## src/rtl/blvds_sim_pkg.sv

```systemverilog
// Shared types and helpers for the BLVDS frame-init scheduler.
// Holds the mode/state enums, the default sample tag and the minimum-period rule.
package blvds_sim_pkg;

    typedef enum logic [1:0] {
        MODE_PERIODIC = 2'd0,
        MODE_ONESHOT  = 2'd1,
        MODE_BURST    = 2'd2
    } mode_e;

    typedef enum logic {
        ST_IDLE = 1'b0,
        ST_RUN  = 1'b1
    } state_e;

    localparam logic [5:0] TAG_DEF = 6'b110011;

    // Shortest period that still lets every channel offset occur once.
    function automatic int unsigned pmin(input int unsigned ch_num, input int unsigned stagger);
        return (ch_num - 1) * stagger + 1;
    endfunction

endpackage

```

## src/rtl/blvds_ch_strobe.sv

```systemverilog
// One frame-sender channel: offset match, busy gating, registered init strobe
// and a sticky overrun flag for strobes dropped on a busy sender.
module blvds_ch_strobe #(
    parameter int CNT_W  = 26,
    parameter int OFFSET = 0
) (
    input  logic             clk_i,
    input  logic             rst_ni,
    input  logic             run_i,
    input  logic [CNT_W-1:0] cnt_i,
    input  logic             mask_i,
    input  logic             busy_i,
    input  logic             clr_ovr_i,
    output logic             init_o,
    output logic             overrun_o
);

    localparam logic [CNT_W-1:0] OFS = CNT_W'(OFFSET);

    logic hit;
    logic init_d, init_q;
    logic ovr_d, ovr_q;

    always_comb begin
        hit    = run_i && (cnt_i == OFS) && mask_i;
        init_d = hit && !busy_i;
        ovr_d  = ovr_q;
        // A drop in the same cycle as a clear request keeps the flag set.
        if (hit && busy_i) begin
            ovr_d = 1'b1;
        end else if (clr_ovr_i) begin
            ovr_d = 1'b0;
        end
    end

    always_ff @(posedge clk_i or negedge rst_ni) begin
        if (!rst_ni) begin
            init_q <= 1'b0;
            ovr_q  <= 1'b0;
        end else begin
            init_q <= init_d;
            ovr_q  <= ovr_d;
        end
    end

    assign init_o    = init_q;
    assign overrun_o = ovr_q;

endmodule

```

## src/rtl/blvds_frame_sched.sv

```systemverilog
// Frame-init scheduler: periodic / one-shot / burst FSM with a shared period
// counter, frame counter and tagged sample word driving per-channel strobes.
module blvds_frame_sched
    import blvds_sim_pkg::*;
#(
    parameter int                CH_NUM     = 4,
    parameter int                CNT_W      = 26,
    parameter int                STAGGER    = 16,
    parameter int                TAG_W      = 6,
    parameter logic [TAG_W-1:0]  TAG        = TAG_W'(TAG_DEF),
    parameter logic [CNT_W-1:0]  PERIOD_DEF = CNT_W'(50000000)
) (
    input  logic                   iCLK,
    input  logic                   iRST_N,
    input  logic                   iENA,
    input  logic [1:0]             iMODE,
    input  logic                   iSTART,
    input  logic [CNT_W-1:0]       iPERIOD,
    input  logic [7:0]             iBURST_LEN,
    input  logic [CH_NUM-1:0]      iCH_MASK,
    input  logic [CH_NUM-1:0]      iBUSY,
    input  logic                   iCLR_OVR,
    output logic [CH_NUM-1:0]      oINIT,
    output logic [TAG_W+CNT_W-1:0] oSAMPLE,
    output logic [15:0]            oFRAME_CNT,
    output logic                   oACTIVE,
    output logic [CH_NUM-1:0]      oOVERRUN,
    output state_e                 oDBG_STATE
);

    localparam logic [CNT_W-1:0] PMIN = CNT_W'(pmin(CH_NUM, STAGGER));

    function automatic logic [CNT_W-1:0] eff_period(input logic [CNT_W-1:0] p);
        logic [CNT_W-1:0] r;
        r = (p == '0) ? PERIOD_DEF : p;
        if (r < PMIN) begin
            r = PMIN;
        end
        return r;
    endfunction

    function automatic mode_e decode_mode(input logic [1:0] m);
        mode_e r;
        case (m)
            2'd0:    r = MODE_PERIODIC;
            2'd2:    r = MODE_BURST;
            default: r = MODE_ONESHOT;
        endcase
        return r;
    endfunction

    // Reset asserts asynchronously but is released on a clock edge.
    logic [1:0] rst_sync_d, rst_sync_q;
    logic       rst_n_sync;

    assign rst_sync_d = {rst_sync_q[0], 1'b1};
    assign rst_n_sync = rst_sync_q[1];

    always_ff @(posedge iCLK or negedge iRST_N) begin
        if (!iRST_N) begin
            rst_sync_q <= '0;
        end else begin
            rst_sync_q <= rst_sync_d;
        end
    end

    state_e                   state_d, state_q;
    mode_e                    mode_d, mode_q;
    logic [CNT_W-1:0]         period_d, period_q;
    logic [CNT_W-1:0]         cnt_d, cnt_q;
    logic [7:0]               burst_d, burst_q;
    logic [15:0]              frame_d, frame_q;
    logic [TAG_W+CNT_W-1:0]   sample_d, sample_q;
    logic                     active_d, active_q;
    logic                     stop, wrap, run;

    always_comb begin
        state_d  = state_q;
        mode_d   = mode_q;
        period_d = period_q;
        cnt_d    = cnt_q;
        burst_d  = burst_q;
        frame_d  = frame_q;
        sample_d = sample_q;
        stop     = 1'b0;
        run      = 1'b0;
        wrap     = (cnt_q == period_q - CNT_W'(1));

        case (state_q)
            ST_IDLE: begin
                cnt_d = '0;
                if ((iMODE == 2'd0 && iENA) || (iMODE != 2'd0 && iSTART)) begin
                    state_d  = ST_RUN;
                    mode_d   = decode_mode(iMODE);
                    period_d = eff_period(iPERIOD);
                    burst_d  = (iBURST_LEN == 8'd0) ? 8'd1 : iBURST_LEN;
                end
            end
            ST_RUN: begin
                // Dropping iENA ends the run in this cycle: no hits, no frame start.
                stop     = (mode_q == MODE_PERIODIC) && !iENA;
                run      = !stop;
                sample_d = {TAG, cnt_q};
                if (run && cnt_q == '0) begin
                    frame_d = frame_q + 16'd1;
                end
                if (stop) begin
                    state_d = ST_IDLE;
                    cnt_d   = '0;
                end else if (wrap) begin
                    cnt_d    = '0;
                    period_d = eff_period(iPERIOD);
                    if (mode_q == MODE_ONESHOT) begin
                        state_d = ST_IDLE;
                    end else if (mode_q == MODE_BURST) begin
                        if (burst_q == 8'd1) begin
                            state_d = ST_IDLE;
                        end else begin
                            burst_d = burst_q - 8'd1;
                        end
                    end
                end else begin
                    cnt_d = cnt_q + CNT_W'(1);
                end
            end
            default: state_d = ST_IDLE;
        endcase

        active_d = (state_d == ST_RUN);
    end

    always_ff @(posedge iCLK or negedge rst_n_sync) begin
        if (!rst_n_sync) begin
            state_q  <= ST_IDLE;
            mode_q   <= MODE_PERIODIC;
            period_q <= '0;
            cnt_q    <= '0;
            burst_q  <= '0;
            frame_q  <= '0;
            sample_q <= '0;
            active_q <= 1'b0;
        end else begin
            state_q  <= state_d;
            mode_q   <= mode_d;
            period_q <= period_d;
            cnt_q    <= cnt_d;
            burst_q  <= burst_d;
            frame_q  <= frame_d;
            sample_q <= sample_d;
            active_q <= active_d;
        end
    end

    for (genvar k = 0; k < CH_NUM; k++) begin : g_ch
        blvds_ch_strobe #(
            .CNT_W  (CNT_W),
            .OFFSET (k * STAGGER)
        ) u_ch (
            .clk_i     (iCLK),
            .rst_ni    (rst_n_sync),
            .run_i     (run),
            .cnt_i     (cnt_q),
            .mask_i    (iCH_MASK[k]),
            .busy_i    (iBUSY[k]),
            .clr_ovr_i (iCLR_OVR),
            .init_o    (oINIT[k]),
            .overrun_o (oOVERRUN[k])
        );
    end

    assign oSAMPLE    = sample_q;
    assign oFRAME_CNT = frame_q;
    assign oACTIVE    = active_q;
    assign oDBG_STATE = state_q;

endmodule
```

## config.mk

```make
export PLATFORM = sky130hd
export DESIGN_NAME = blvds_frame_sched
export DESIGN_NICKNAME = d
export VERILOG_FILES = /design/src/rtl/blvds_sim_pkg.sv /design/src/rtl/blvds_ch_strobe.sv /design/src/rtl/blvds_frame_sched.sv
export SDC_FILE = /design/constraint.sdc
export NUM_CORES = 1
export LEC_CHECK = 0
export CORE_MARGIN = 4
export CORE_UTILIZATION = 42
export DETAILED_ROUTE_END_ITERATION = 16
export GPL_ROUTABILITY_DRIVEN = 0
export PLACE_DENSITY = 0.65
export SYNTH_ARGS = -nofsm -noshare
export SYNTH_HDL_FRONTEND = slang
export SYNTH_HIERARCHICAL = 1
export SYNTH_SLANG_ARGS = --single-unit
```

## constraint.sdc

```tcl
create_clock -name iCLK -period 3.76 [get_ports iCLK]
set_input_delay 0.376 -clock iCLK [delete_from_list [all_inputs] [get_ports iCLK]]
set_output_delay 0.376 -clock iCLK [all_outputs]
set_load 0.05 [all_outputs]
```

==> metrics.yaml <==
status: "finished, final reports clean"
vias: 5595
start_util_pct: 43.5
portBuffers: 104
ctsLongestPathBuffers: 2
synthTopCellsByCount: "dfrtp_1 (116), nor2_1 (48), nand2_1 (44), nor3_1 (44)"
drv_cap: 0
synthFlopType: "dfrtp_1"
arrival_ns: 3.78
finClkSkew_ns: 0.0120
cp_slowest_stage_delay_ns: 0.46
row_count: 45
drive_gt1_share_pct: 13.0
grt_usage_pct: 19.5
vdd_drop_max_v: 0.000355
end_kind: "flip-flop"
grt_pass1_wl_mm: 28.4
use_met1_pct: 27.7
post-dp-hpwl_mm: 12.5
clk_latency_ns: 0.42
finalPower_mw: 5.20
rr_worst_depth: 11
timing.fmax_mhz: 287
ctsResizeCount: 0
antenna_left: 0
final_util_pct: 55.0
instances_no_fill: 1008
synthToLayoutAreaGrowth_pct: 26.5
synth_most_common_cell: "dfrtp_1"
crit_path_start: "period_q[0]"
cts.clk_slew.worst_paths_ns: 0.05
wl_per_cell_microns: 16.9
final-setup-viol-count: 0
grt-ovfl-total: 0
yosys.area.top_type: "dfrtp_1"
min_period_ns: 3.48
crit_fanout: 26
synth_area_sq_um: 6710
grtUsageMet3_pct: 5.14
start_kind: "flip-flop"
use_met2_pct: 29.4
ios: 107
die_w_microns: 134
postCtsSetupRepairBufs: 0
avgSynthCellArea_sq_um: 9.86
synth-seq-area-share_pct: 43.3
grt_max_degree: 63
dr.first_iter.drc_count: 401
antenna_found_initial: 0
diodes: 0
hold_violations: 0
grt_pass1_vias: 5559
cts_root_buf: "clkbuf_16"
final.setup.tns_ns: 0
power_leakage_nw: 3.57
fin_crit_sh_pct: 92.7
fin_ws_ns: 0.275
crit_end: "period_q[10]"
ys_warn_count: 6
slew_violations: 0
slew_headroom_pct: 46.1
synth-seq-cells: 116
p_per_area_nw_per_um2: 613
path_class: "flip-flop to flip-flop"
tritoncts: "yes"
async_flop_share_pct: 100
worstPathRequired_ns: 4.05
pre_cts_slack_ns: 0.406
drcViolationCount: 0
fill_cells: 1386
synth_top_area_share_pct: 43.3
tightest_slew_ns: 0.808
h-tree-depth: 4
hold_class: "primary input to async pin"
fin_nets: 840
ys_types: 67
finalWirelength_mm: 17.1
top_usage_layer: "met2"
hold_buffers: 0
reg2reg_from: "period_q[0]"
die_y_microns: 134
crit_slowest_cell: "nor4b_1"
core_sq_um: 15400
place_inst: 977
synthTopCellsByArea: "dfrtp_1 (43%), mux2_2 (5.5%), xnor2_1 (4.8%), xor2_1 (3.8%), mux2i_1 (3.3%)"
drtPass1Iterations: 5
die-area_sq_um: 18100
rrSetupSlack_ns: 0.28
numCtsBuffers: 17
holdWs_ns: 0.110
path_cells: "inv_1 -> ha_1 -> xnor2_1 -> a211o_1 -> nor4b_1 -> o2111ai_1 -> a2111oi_0 -> and4bb_1 -> a31o_1 -> buf_12 -> mux2_2"
rr_endpoint: "period_q[10]"
synthCells: 680
rsz0062_at_grt: "no"
post_drt_via_cell_ratio: 5.55
synth_enable_flop_cells: 0
fin_area_sq_um: 8480
cts.sinks: 116
dpl_cell_area_sq_um: 7950
==> cells in the final DEF (no fill, tap or decap), drive strengths merged, types with 3 or more instances in the layout <==
cell type and n:
o41ai 5, nor4b 7, a211oi 4, mux2i 22, inv 34, nor3 45
and3 12, mux2 36, clkinvlp 4, nand2 44, conb 3, o31a 6
o21ai 13, nand3 37, nor3b 3, buf 17, nor2 49, nor4 43
clkinv 4, nand4 11, o31ai 4, or3 14, xor2 29, nand2b 7
clkdlybuf4s50 104, a21oi 6, ha 6, and4 4, xnor2 37, clkbuf 23
a31oi 7, nor2b 6, and2 3, or2 4, dfrtp 116
==> how the worst min path moves through the flow <==
| stage | to | startpoint | cells after the start | slack (ns) |
|---|---|---|---|---|
| after detailed placement | rst_sync_q[1] | rst_sync_q[0] | 0 | 0.34 |
| after CTS | rst_sync_q[1] | iRST_N | 1 | 0.1 |
| final | rst_sync_q[1] | iRST_N | 1 | 0.11 |
| after global routing | rst_sync_q[1] | iRST_N | 1 | 0.10 |
| after floorplan | rst_sync_q[0] | iRST_N | 0 | 0.08 |
| after global placement | rst_sync_q[1] | rst_sync_q[0] | 0 | 0.34 |
==> registers in the layout, summed over array words and instances, names as in the netlist <==
| signal | cells |
|---|---|
| oACTIVE | 1 |
| period_q | 26 |
| g_ch.u_ch/init_o | 4 |
| g_ch.u_ch/overrun_o | 4 |
| cnt_q | 26 |
| mode_q | 2 |
| rst_sync_q | 2 |
| oSAMPLE | 27 |
| oFRAME_CNT | 16 |
| burst_q | 8 |
==> critical path, delay by kind of cell (launching register included) <==
family	cells	cell delay [ns]
xor+xnor	1	0.13
compound gates	4	1.04
buf+inv	2	0.32
mux	1	0.36
fa+ha+maj	1	0.31
flops	1	0.43
simple gates	2	0.77
==> routing by layer <==
metal  vias to the layer above  routed length (microns)
met1                      2724                     8020
li1                       2657                        -
met4                         0                      157
met2                       198                     7800
met5                         -                        0
met3                        16                     1100
==> layout make-up <==
cell class / instances / area (sq um) / area share [%]
multi-input combinational: 495 / 3470 / 40.9
sequential: 116 / 2910 / 34.3
timing repair buffer: 121 / 1180 / 13.9
clock buffer: 23 / 478 / 5.63
tap: 211 / 264 / 3.11
inverter: 34 / 128 / 1.50
clock inverter: 8 / 53.8 / 0.634
==> report_power, final <==
group	internal [mW]	switching (mW)	leakage, nW
Clock	0.885	0.554	0.251
Sequential	1.51	0.393	1.52
Combinational	0.813	1.05	1.80
Total	3.20	1.99	3.57
==> cells by family after synthesis <==
group / after synthesis / synth area share (%)
flip-flops: 116 / 43.3
AND/OR/NAND/NOR: 298 / 25.2
buffers and inverters: 70 / 5.00
adder cells (fa/ha/maj): 6 / 1.12
AO/OA/AOI/OAI: 64 / 7.22
multiplexers: 58 / 9.44
other: 2 / 0.112
XOR/XNOR: 66 / 8.62
Power figures use the tool's default switching activity.
